## config.mk

```make
export PLATFORM = sky130hd
export DESIGN_NAME = alct_txd_frame_seq
export DESIGN_NICKNAME = d
export VERILOG_FILES = /design/src/rtl/alct_txd_frame_seq_pkg.sv /design/src/rtl/alct_txd_frame_seq_parity.sv /design/src/rtl/alct_txd_frame_seq.sv
export SDC_FILE = /design/constraint.sdc
export NUM_CORES = 1
export LEC_CHECK = 0
export ABC_AREA = 1
export CORE_MARGIN = 2
export CORE_UTILIZATION = 25
export DETAILED_ROUTE_END_ITERATION = 10
export SLEW_MARGIN = 20
export SYNTH_ARGS = -nofsm -noshare
export SYNTH_HDL_FRONTEND = slang
export SYNTH_SLANG_ARGS = --single-unit
export TNS_END_PERCENT = 20
```

## constraint.sdc

```tcl
create_clock -name clock -period 1.4 [get_ports clock]
set_clock_uncertainty 0.1 [all_clocks]
set_input_delay 0.14 -clock clock [delete_from_list [all_inputs] [get_ports clock]]
set_output_delay 0.14 -clock clock [all_outputs]
set_load 0.005 [all_outputs]
```

## src/rtl/alct_txd_frame_seq_pkg.sv

```systemverilog
// Shared frame layout, FSM encoding and sync pattern constants for the ALCT transmit frame sequencer.
package alct_txd_frame_seq_pkg;

    typedef enum logic [1:0] {
        IDLE = 2'd0,
        CMD  = 2'd1,
        GAP  = 2'd2,
        SYNC = 2'd3
    } state_t;

    // din1st bit positions
    localparam int L1A    = 0;
    localparam int BX0    = 1;
    localparam int INJ    = 2;
    localparam int TRIG   = 3;
    localparam int CMD_LO = 4;
    // din2nd bit positions
    localparam int CMD_HI = 4;
    localparam int PAR    = 3;
    localparam int BXC    = 0;

    localparam logic [7:0] SYNC_EVEN = 8'h55;
    localparam logic [7:0] SYNC_ODD  = 8'hAA;

    typedef struct packed {
        logic trig;
        logic inj;
        logic bx0;
        logic l1a;
    } strobe_t;

endpackage

```

## src/rtl/alct_txd_frame_seq_parity.sv

```systemverilog
// Odd-parity generator over 15 frame bits; output makes the total count of ones odd.
// Combinational, no latency, no backpressure. Only built when ALCT_TX_PARITY_EN is defined.
`ifdef ALCT_TX_PARITY_EN
module alct_txd_parity (
    input  logic [14:0] data,
    output logic        par
);
    assign par = ~(^data);
endmodule
`endif

```

## src/rtl/alct_txd_frame_seq.sv

```systemverilog
// Per-crossing ALCT transmit frame builder: strobes, handshaked command, BX count, sync pattern.
// Latency: command on the wire 1 clock after its handshake edge; strobes ride in the same frame.
// Backpressure: registered cmd_ready, low for CMD_GAP+1 clocks per command and throughout SYNC.
// Optional odd parity on din2nd[3] when ALCT_TX_PARITY_EN is defined.
module alct_txd_frame_seq
    import alct_txd_frame_seq_pkg::*;
#(
    parameter int WIDTH   = 8,
    parameter int CMD_GAP = 3
) (
    input  logic             clock,
    input  logic             clr_n,
    input  logic             l1a,
    input  logic             bx0,
    input  logic             ext_inject,
    input  logic             ext_trig,
    input  logic [7:0]       cmd,
    input  logic             cmd_valid,
    output logic             cmd_ready,
    input  logic             sync_mode,
    output logic [WIDTH-1:0] din1st,
    output logic [WIDTH-1:0] din2nd,
    output logic             tx_en,
    output logic             sync_active
);

    if (WIDTH != 8) begin : g_width_chk
        $error("alct_txd_frame_seq: WIDTH must be 8");
    end
    if (CMD_GAP < 1 || CMD_GAP > 15) begin : g_gap_chk
        $error("alct_txd_frame_seq: CMD_GAP must be in 1..15");
    end

    localparam logic [3:0] GAP_LOAD = 4'(CMD_GAP);

    state_t     state;
    strobe_t    strb_q;
    logic [7:0] cmd_lat;
    logic [3:0] gap_cnt;
    logic [2:0] bxc;
    logic [2:0] bxc_nxt;
    logic       phase;
    logic [1:0] txen_sr;
    logic [7:0] cmd_frm;
    logic [7:0] frm1;
    logic [7:0] frm2;
    logic       par_bit;

    // The frame carrying bx0 is numbered 0; the counter runs free otherwise.
    assign bxc_nxt = strb_q.bx0 ? 3'd0 : bxc + 3'd1;
    assign cmd_frm = (state == CMD) ? cmd_lat : 8'h00;

    always_comb begin
        frm1               = '0;
        frm1[L1A]          = strb_q.l1a;
        frm1[BX0]          = strb_q.bx0;
        frm1[INJ]          = strb_q.inj;
        frm1[TRIG]         = strb_q.trig;
        frm1[CMD_LO +: 4]  = cmd_frm[3:0];
    end

`ifdef ALCT_TX_PARITY_EN
    logic [14:0] par_src;
    assign par_src = {frm1, cmd_frm[7:4], bxc_nxt};

    alct_txd_parity u_parity (
        .data (par_src),
        .par  (par_bit)
    );
`else
    assign par_bit = 1'b0;
`endif

    always_comb begin
        frm2               = '0;
        frm2[CMD_HI +: 4]  = cmd_frm[7:4];
        frm2[PAR]          = par_bit;
        frm2[BXC +: 3]     = bxc_nxt;
    end

    always_ff @(posedge clock or negedge clr_n) begin
        if (!clr_n) begin
            state       <= IDLE;
            strb_q      <= '0;
            cmd_lat     <= 8'h00;
            gap_cnt     <= 4'd0;
            bxc         <= 3'd0;
            phase       <= 1'b0;
            txen_sr     <= 2'b00;
            tx_en       <= 1'b0;
            cmd_ready   <= 1'b0;
            sync_active <= 1'b0;
            din1st      <= '0;
            din2nd      <= '0;
        end else begin
            // Strobes seen while the sync pattern owns the wire are discarded.
            strb_q  <= (state == SYNC) ? strobe_t'(4'b0000)
                                       : strobe_t'({ext_trig, ext_inject, bx0, l1a});
            bxc     <= bxc_nxt;
            txen_sr <= {txen_sr[0], 1'b1};
            tx_en   <= txen_sr[1];

            if (state == SYNC) begin
                din1st      <= phase ? SYNC_ODD : SYNC_EVEN;
                din2nd      <= phase ? SYNC_ODD : SYNC_EVEN;
                phase       <= ~phase;
                sync_active <= 1'b1;
            end else begin
                din1st      <= frm1;
                din2nd      <= frm2;
                phase       <= 1'b0;
                sync_active <= 1'b0;
            end

            cmd_ready <= 1'b0;
            case (state)
                IDLE: begin
                    if (cmd_valid && cmd_ready) begin
                        cmd_lat <= cmd;
                        state   <= CMD;
                    end else if (sync_mode) begin
                        state <= SYNC;
                    end else begin
                        cmd_ready <= 1'b1;
                    end
                end
                CMD: begin
                    state   <= GAP;
                    gap_cnt <= GAP_LOAD;
                end
                GAP: begin
                    if (gap_cnt == 4'd1) begin
                        state     <= IDLE;
                        gap_cnt   <= 4'd0;
                        cmd_ready <= 1'b1;
                    end else begin
                        gap_cnt <= gap_cnt - 4'd1;
                    end
                end
                SYNC: begin
                    if (!sync_mode) begin
                        state     <= IDLE;
                        cmd_ready <= 1'b1;
                    end
                end
                default: state <= IDLE;
            endcase
        end
    end

endmodule

```

## Word-level counts from Yosys, hierarchy flattened

Index checks and enable logic that the tools add are counted.
Widths: inputs -> output; s select.

| word-level totals | value |
|---|---|
| bits in registers | 43 |
| latch bits | 0 |
| memory bits (writable) | 0 |
| ROM bits | 0 |
| input bits | 16 |
| output and inout bits | 19 |
| logic and storage cells | 49 |
| memories | 0 |

| operators by class | value |
|---|---|
| add/subtract/negate cells | 2 |
| $mul | 0 |
| divide/modulo/power cells | 0 |
| magnitude comparators | 0 |
| equal/unequal tests | 7 |
| shift-type cells | 0 |
| mux-type cells | 19 |
| bitwise operators | 1 |
| reduce and logical (&&, ||, !) cells | 5 |

Operators by type and width:

| kind | number |
|---|---|
| $mux 8 | 4 |
| $mux 2 | 4 |
| $mux 4 | 2 |
| $pmux 2 s4 | 1 |
| $pmux 4 s2 | 1 |
| $mux 1 | 5 |
| $eq 2x2->1 const B | 2 |
| $eq 4x1->1 const B | 1 |
| $ne 2x2->1 const B | 2 |
| $sub 4x1->4 const B | 1 |
| $add 3x1->3 const B | 1 |
| $mux 3 | 1 |
| $ne 3x3->1 const B | 1 |
| $pmux 1 s3 | 1 |
| $reduce_and 3->1 | 1 |
| $eq 2x1->1 const B | 1 |
| $logic_not 2->1 | 1 |
| $reduce_and 2->1 | 1 |
| $reduce_bool 2->1 | 1 |
| $logic_and 1x1->1 | 1 |
| $not 1->1 | 1 |

## Depth between registers and ports, before layout

Gate-level depths: netlist (run 1).

| depth | value |
|---|---|
| depth after elaboration | 3 |
| depth in mapped cells | 8 |
| depth with buffers taken out | 8 |

## Worst setup path before layout (run 1)

Ideal clock, no wire load.

| path | value |
|---|---|
| path kind | register to register |
| start point | reg state[0] |
| end point | reg gap_cnt[2] |
| library setup time | 77 ps |
| arrival time | 1172 ps |
| required time | 1223 ps |
| setup slack | 50 ps |
| stages on the path, launching flop included | 6 |
| buffers on the path | 0 |
| period minus slack after synthesis | 1350 ps |
| path through | dfrtp_1 -> inv_1 -> ha_1 -> nand2_1 -> or2_0 -> a21oi_1 |

| between the ends | value |
|---|---|
| cells in the longest elaborated chain, start to end | 2 |
| elaborated cells between the ends (all ways) | 4 |
| those cells by class | 2 x eq/ne; 1 x mux; 1 x reduce/logical |

RTL lines:

| what | line | source |
|---|---|---|
| from (decl) | alct_txd_frame_seq.sv:36 | `state_t state;` |
| from (signal assigned) | alct_txd_frame_seq.sv:83 | `state <= IDLE;` |
| from (signal assigned) | alct_txd_frame_seq.sv:120 | `state <= CMD;` |
| from (signal assigned) | alct_txd_frame_seq.sv:122 | `state <= SYNC;` |
| $eq 2x2->1 / $eq 2x1->1 (equally long branches) | alct_txd_frame_seq.sv:116 | `case (state)` |
| $pmux 4 s2 / $reduce_bool 2->1 (equally long branches) | - |  |
| to (signal assigned) | alct_txd_frame_seq.sv:137 | `gap_cnt <= gap_cnt - 4'd1;` |
| to (decl) | alct_txd_frame_seq.sv:39 | `logic [3:0] gap_cnt;` |

Several ways; a longest one is shown, not always the timed one.
A chain may end at the register's enable or synchronous reset.

## Worst setup path after layout (run 1)

| path | value |
|---|---|
| start point | reg state[1] |
| end point | reg state[1] |

| between the ends | value |
|---|---|
| cells in the longest elaborated chain, start to end | 3 |
| elaborated cells between the ends (all ways) | 9 |
| those cells by class | 6 x eq/ne; 1 x mux; 2 x reduce/logical |

RTL lines:

| what | line |
|---|---|
| $eq 2x2->1 / $logic_not 2->1 (equally long branches) | alct_txd_frame_seq.sv:116 |
| $ne 2x2->1 (no source line) / $ne 3x3->1 (equally long branches) | - |
| $reduce_and 3->1 (no source line) | - |

Several ways; a longest one is shown, not always the timed one.

==> flow_metrics.py, run 1 <==
metrics = {
    "logic_synthesis": {
        "postSynthCellCount": 177,
        "yosys_warnings": 0,
        "synth_seq_area_share_pct": 62.3,
        "netlist_area_um2": 1730,
        "syn_nets": 201,
        "synth_cell_type_count": 18,
        "ys_ff_latch": 43,
        "avgSynthCellArea_um2": 9.76,
    },
    "timing": {
        "hold_viol_final": 0,
        "worst_slack_ns": 0.0326,
        "fmax_ghz": 0.731,
        "finalCritPeriodShare_pct": 97.7,
        "rsz0062_at_grt": "yes",
        "slew_viol_final": 0,
        "min_period_ns": 1.37,
        "finalSetupViolCount": 0,
    },
    "drt": {
        "drt_iter0_markers": 72,
        "totalWireLength_um": 3330,
        "postRouteAntennaNets": 0,
        "drc": 0,
        "dr.pass1.iters": 4,
        "vias": 1246,
        "via_per_inst": 4.09,
        "post_drt_wl_per_cell_um": 10.9,
    },
    "global_route": {
        "grt_pass1_wl_um": 5530,
        "gr-total-overflow": 0,
        "grt_max_degree": 44,
        "first_global_vias": 1176,
        "antenna_found_initial": 0,
        "track_usage_pct": 9.76,
    },
    "setup_path": {
        "r2r-start": "state[1]$_DFFE_PN0P_",
        "critPathMaxFanout": 3,
        "worstPathArrival_ns": 1.50,
        "crit_chain": "inv_1 > buf_4 > ha_1 > inv_1 > o21ai_0 > nand3_1 > nand2_1",
        "critPathCaptureType": "flop",
        "required_ns": 1.53,
        "start_kind": "flop",
        "worstRegToRegCells": 7,
        "critPathKind": "flop to flop",
        "reg2reg_slack_ns": 0.03,
        "crit_slowest_cell": "dfrtp_1",
        "timing.rr.end": "state[1]$_DFFE_PN0P_",
        "slowest_delay_ns": 0.41,
        "crit_top_cell": "inv_1",
    },
    "layout": {
        "seq_area_um2": 1080,
        "syn_to_final_growth_pct": 36.4,
        "multiInputGateArea_um2": 539,
        "fill_cells": 693,
        "antenna_cells": 0,
        "final_core_utilization_pct": 34.9,
        "fin_nets": 248,
        "final_cell_mix": "dfrtp_1, nand2_1, inv_1",
        "layout_commonest_cell": "dfrtp_1",
        "stdcell_count": 305,
        "final_layout_size_suffix_gt1_share_pct": 11.1,
    },
    "clocking": {
        "cts_tree": "built",
        "ctsRootBufferMaster": "clkbuf_8",
        "clock_sinks": 43,
        "cts_made_buffers": 5,
        "clock_latency_ns": 0.30,
        "h-tree-depth": 2,
        "post_cts_buffers": 0,
        "cts.clk_slew.worst_paths_ns": 0.08,
        "cts_buffer_depth": 2,
    },
    "placement": {
        "dp_hpwl_um": 2390,
        "gp_congestion": 0.769,
        "io_buffers": 34,
        "place_inst": 296,
        "dp_slack_ns": -0.0262,
    },
    "power": {
        "p_leak_nw": 1.38,
        "powerDensity_nw_per_um2": 1820,
        "vdd_drop_max_mv": 0.433,
    },
    "floorplan": {
        "num_rows": 30,
        "die_area_um2": 7590,
        "start_util_pct": 25.6,
        "core_um2": 6760,
        "die_width_um": 87.1,
        "die_h_um": 87.1,
        "io_pins": 35,
    },
    "min_path": {
        "hp-class": "primary input to asynchronous set/reset pin",
    },
    "outcome": {
        "run_status": "finished clean",
    },
    "flow_run": {
        "max_cap_viol_count": 0,
    },
}
==> final cells by class <==
cell class                      instances  area share, %
Sequential cell                        43           45.6
Multi-Input combinational cell        101           22.9
Timing Repair Buffer                   44           19.0
Inverter                               29           4.62
Tap cell                               80           4.25
Clock buffer                            6           3.08
Clock inverter                          2          0.531
==> worst max-delay path by stage <==
stage / from / to / depth (start not counted)
6_report: state[1]$_DFFE_PN0P_ / state[1]$_DFFE_PN0P_ / 7
5_1_grt: state[1]$_DFFE_PN0P_ / state[1]$_DFFE_PN0P_ / 8
4_1_cts: state[0]$_DFFE_PN0P_ / state[1]$_DFFE_PN0P_ / 7
3_5_place_dp: state[1]$_DFFE_PN0P_ / gap_cnt[2]$_DFFE_PN0P_ / 5
3_3_place_gp: cmd_valid / cmd_lat[5]$_DFFE_PN0P_ / 4
2_1_floorplan: state[0]$_DFFE_PN0P_ / gap_cnt[2]$_DFFE_PN0P_ / 5
==> per-stage QoR <==
stage | setup TNS [ns] | area, um^2 | hold slack, ns | total power [W]
after global placement | 0 | 2210 | 0.0360 | 0.00344
after floorplan | 0 | 1730 | -0.256 | 0.00273
after global routing | -0.307 | 2360 | 0.236 | 0.00465
after detailed placement | -0.0262 | 2210 | 0.0336 | 0.00349
final | 0 | 2360 | 0.233 | 0.00428
after CTS | -0.0262 | 2320 | 0.232 | 0.00432
==> registers in the layout (all words and copies together) (netlist names) <==
signal / flops
sync_active: 1
state: 2
gap_cnt: 4
din2nd: 8
cmd_ready: 1
frm1: 4
cmd_lat: 8
bxc: 3
phase: 1
din1st: 8
txen_sr: 2
tx_en: 1
==> where the power goes <==
group	internal [W]	total [W]	switching (W)	leakage [nW]
Combinational	0.000818	0.00166	0.000837	0.796
Sequential	0.00165	0.00185	0.000194	0.541
Clock	0.000349	0.000775	0.000427	0.0412
==> cells by family (layout without fill, tap and decap cells) <==
logic type	after synthesis	in the layout	synth area share, %
compound gates	19	19	5.58
simple gates	73	73	18.2
other cells	1	1	0.217
buf+inv	33	81	7.97
fa+ha+maj	8	8	5.79
flops	43	43	62.3
==> what timing repair did <==
| action | 4_1_cts | 5_1_grt |
|---|---|---|
| resized for setup | 4 | 16 |
| pin swaps | 0 | 0 |
| endpoints found under the hold margin | 43 | 0 |
| setup endpoints to repair | 3 | 29 |
| hold buffers | 1 | 0 |
==> metal layers <==
layer	global-route usage (%)	up-vias	routed length [um]
met5	0	-	0
met4	4.62	0	48
met3	2.94	5	166
met2	16.2	29	1710
met1	11.5	578	1400
li1	-	634	-
==> critical path, delay by kind of cell, from the launching register on <==
| family | cells | cell delay, ns |
|---|---|---|
| flip-flops | 1 | 0.41 |
| buffers and inverters | 3 | 0.31 |
| AND/OR/NAND/NOR | 2 | 0.19 |
| adder cells (fa/ha/maj) | 1 | 0.15 |
| AO/OA/AOI/OAI | 1 | 0.15 |
==> Yosys cell counts (all sizes together) <==
master	number	area share [%]
dfrtp	43	62
nand2	38	8.7
buf	4	1.7
ha	8	5.8
o21ai	12	3.5
inv	29	6.3
a31oi	1	0.36
nand3	14	4.3
conb	1	0.22
or2	3	1.1
nor2	17	3.7
a21oi	6	1.7
nand4	1	0.36
(Power assumes the default switching activity.)
==> run 2, diff against run 1 <==
--- a/config.mk
+++ b/config.mk
@@ -9,7 +9,6 @@
 export CORE_MARGIN = 2
 export CORE_UTILIZATION = 25
 export DETAILED_ROUTE_END_ITERATION = 10
-export SLEW_MARGIN = 20
 export SYNTH_ARGS = -nofsm -noshare
 export SYNTH_HDL_FRONTEND = slang
 export SYNTH_SLANG_ARGS = --single-unit
==> results of run 2 <==
The final DEF is identical to that of run 1; final timing and power are the same.
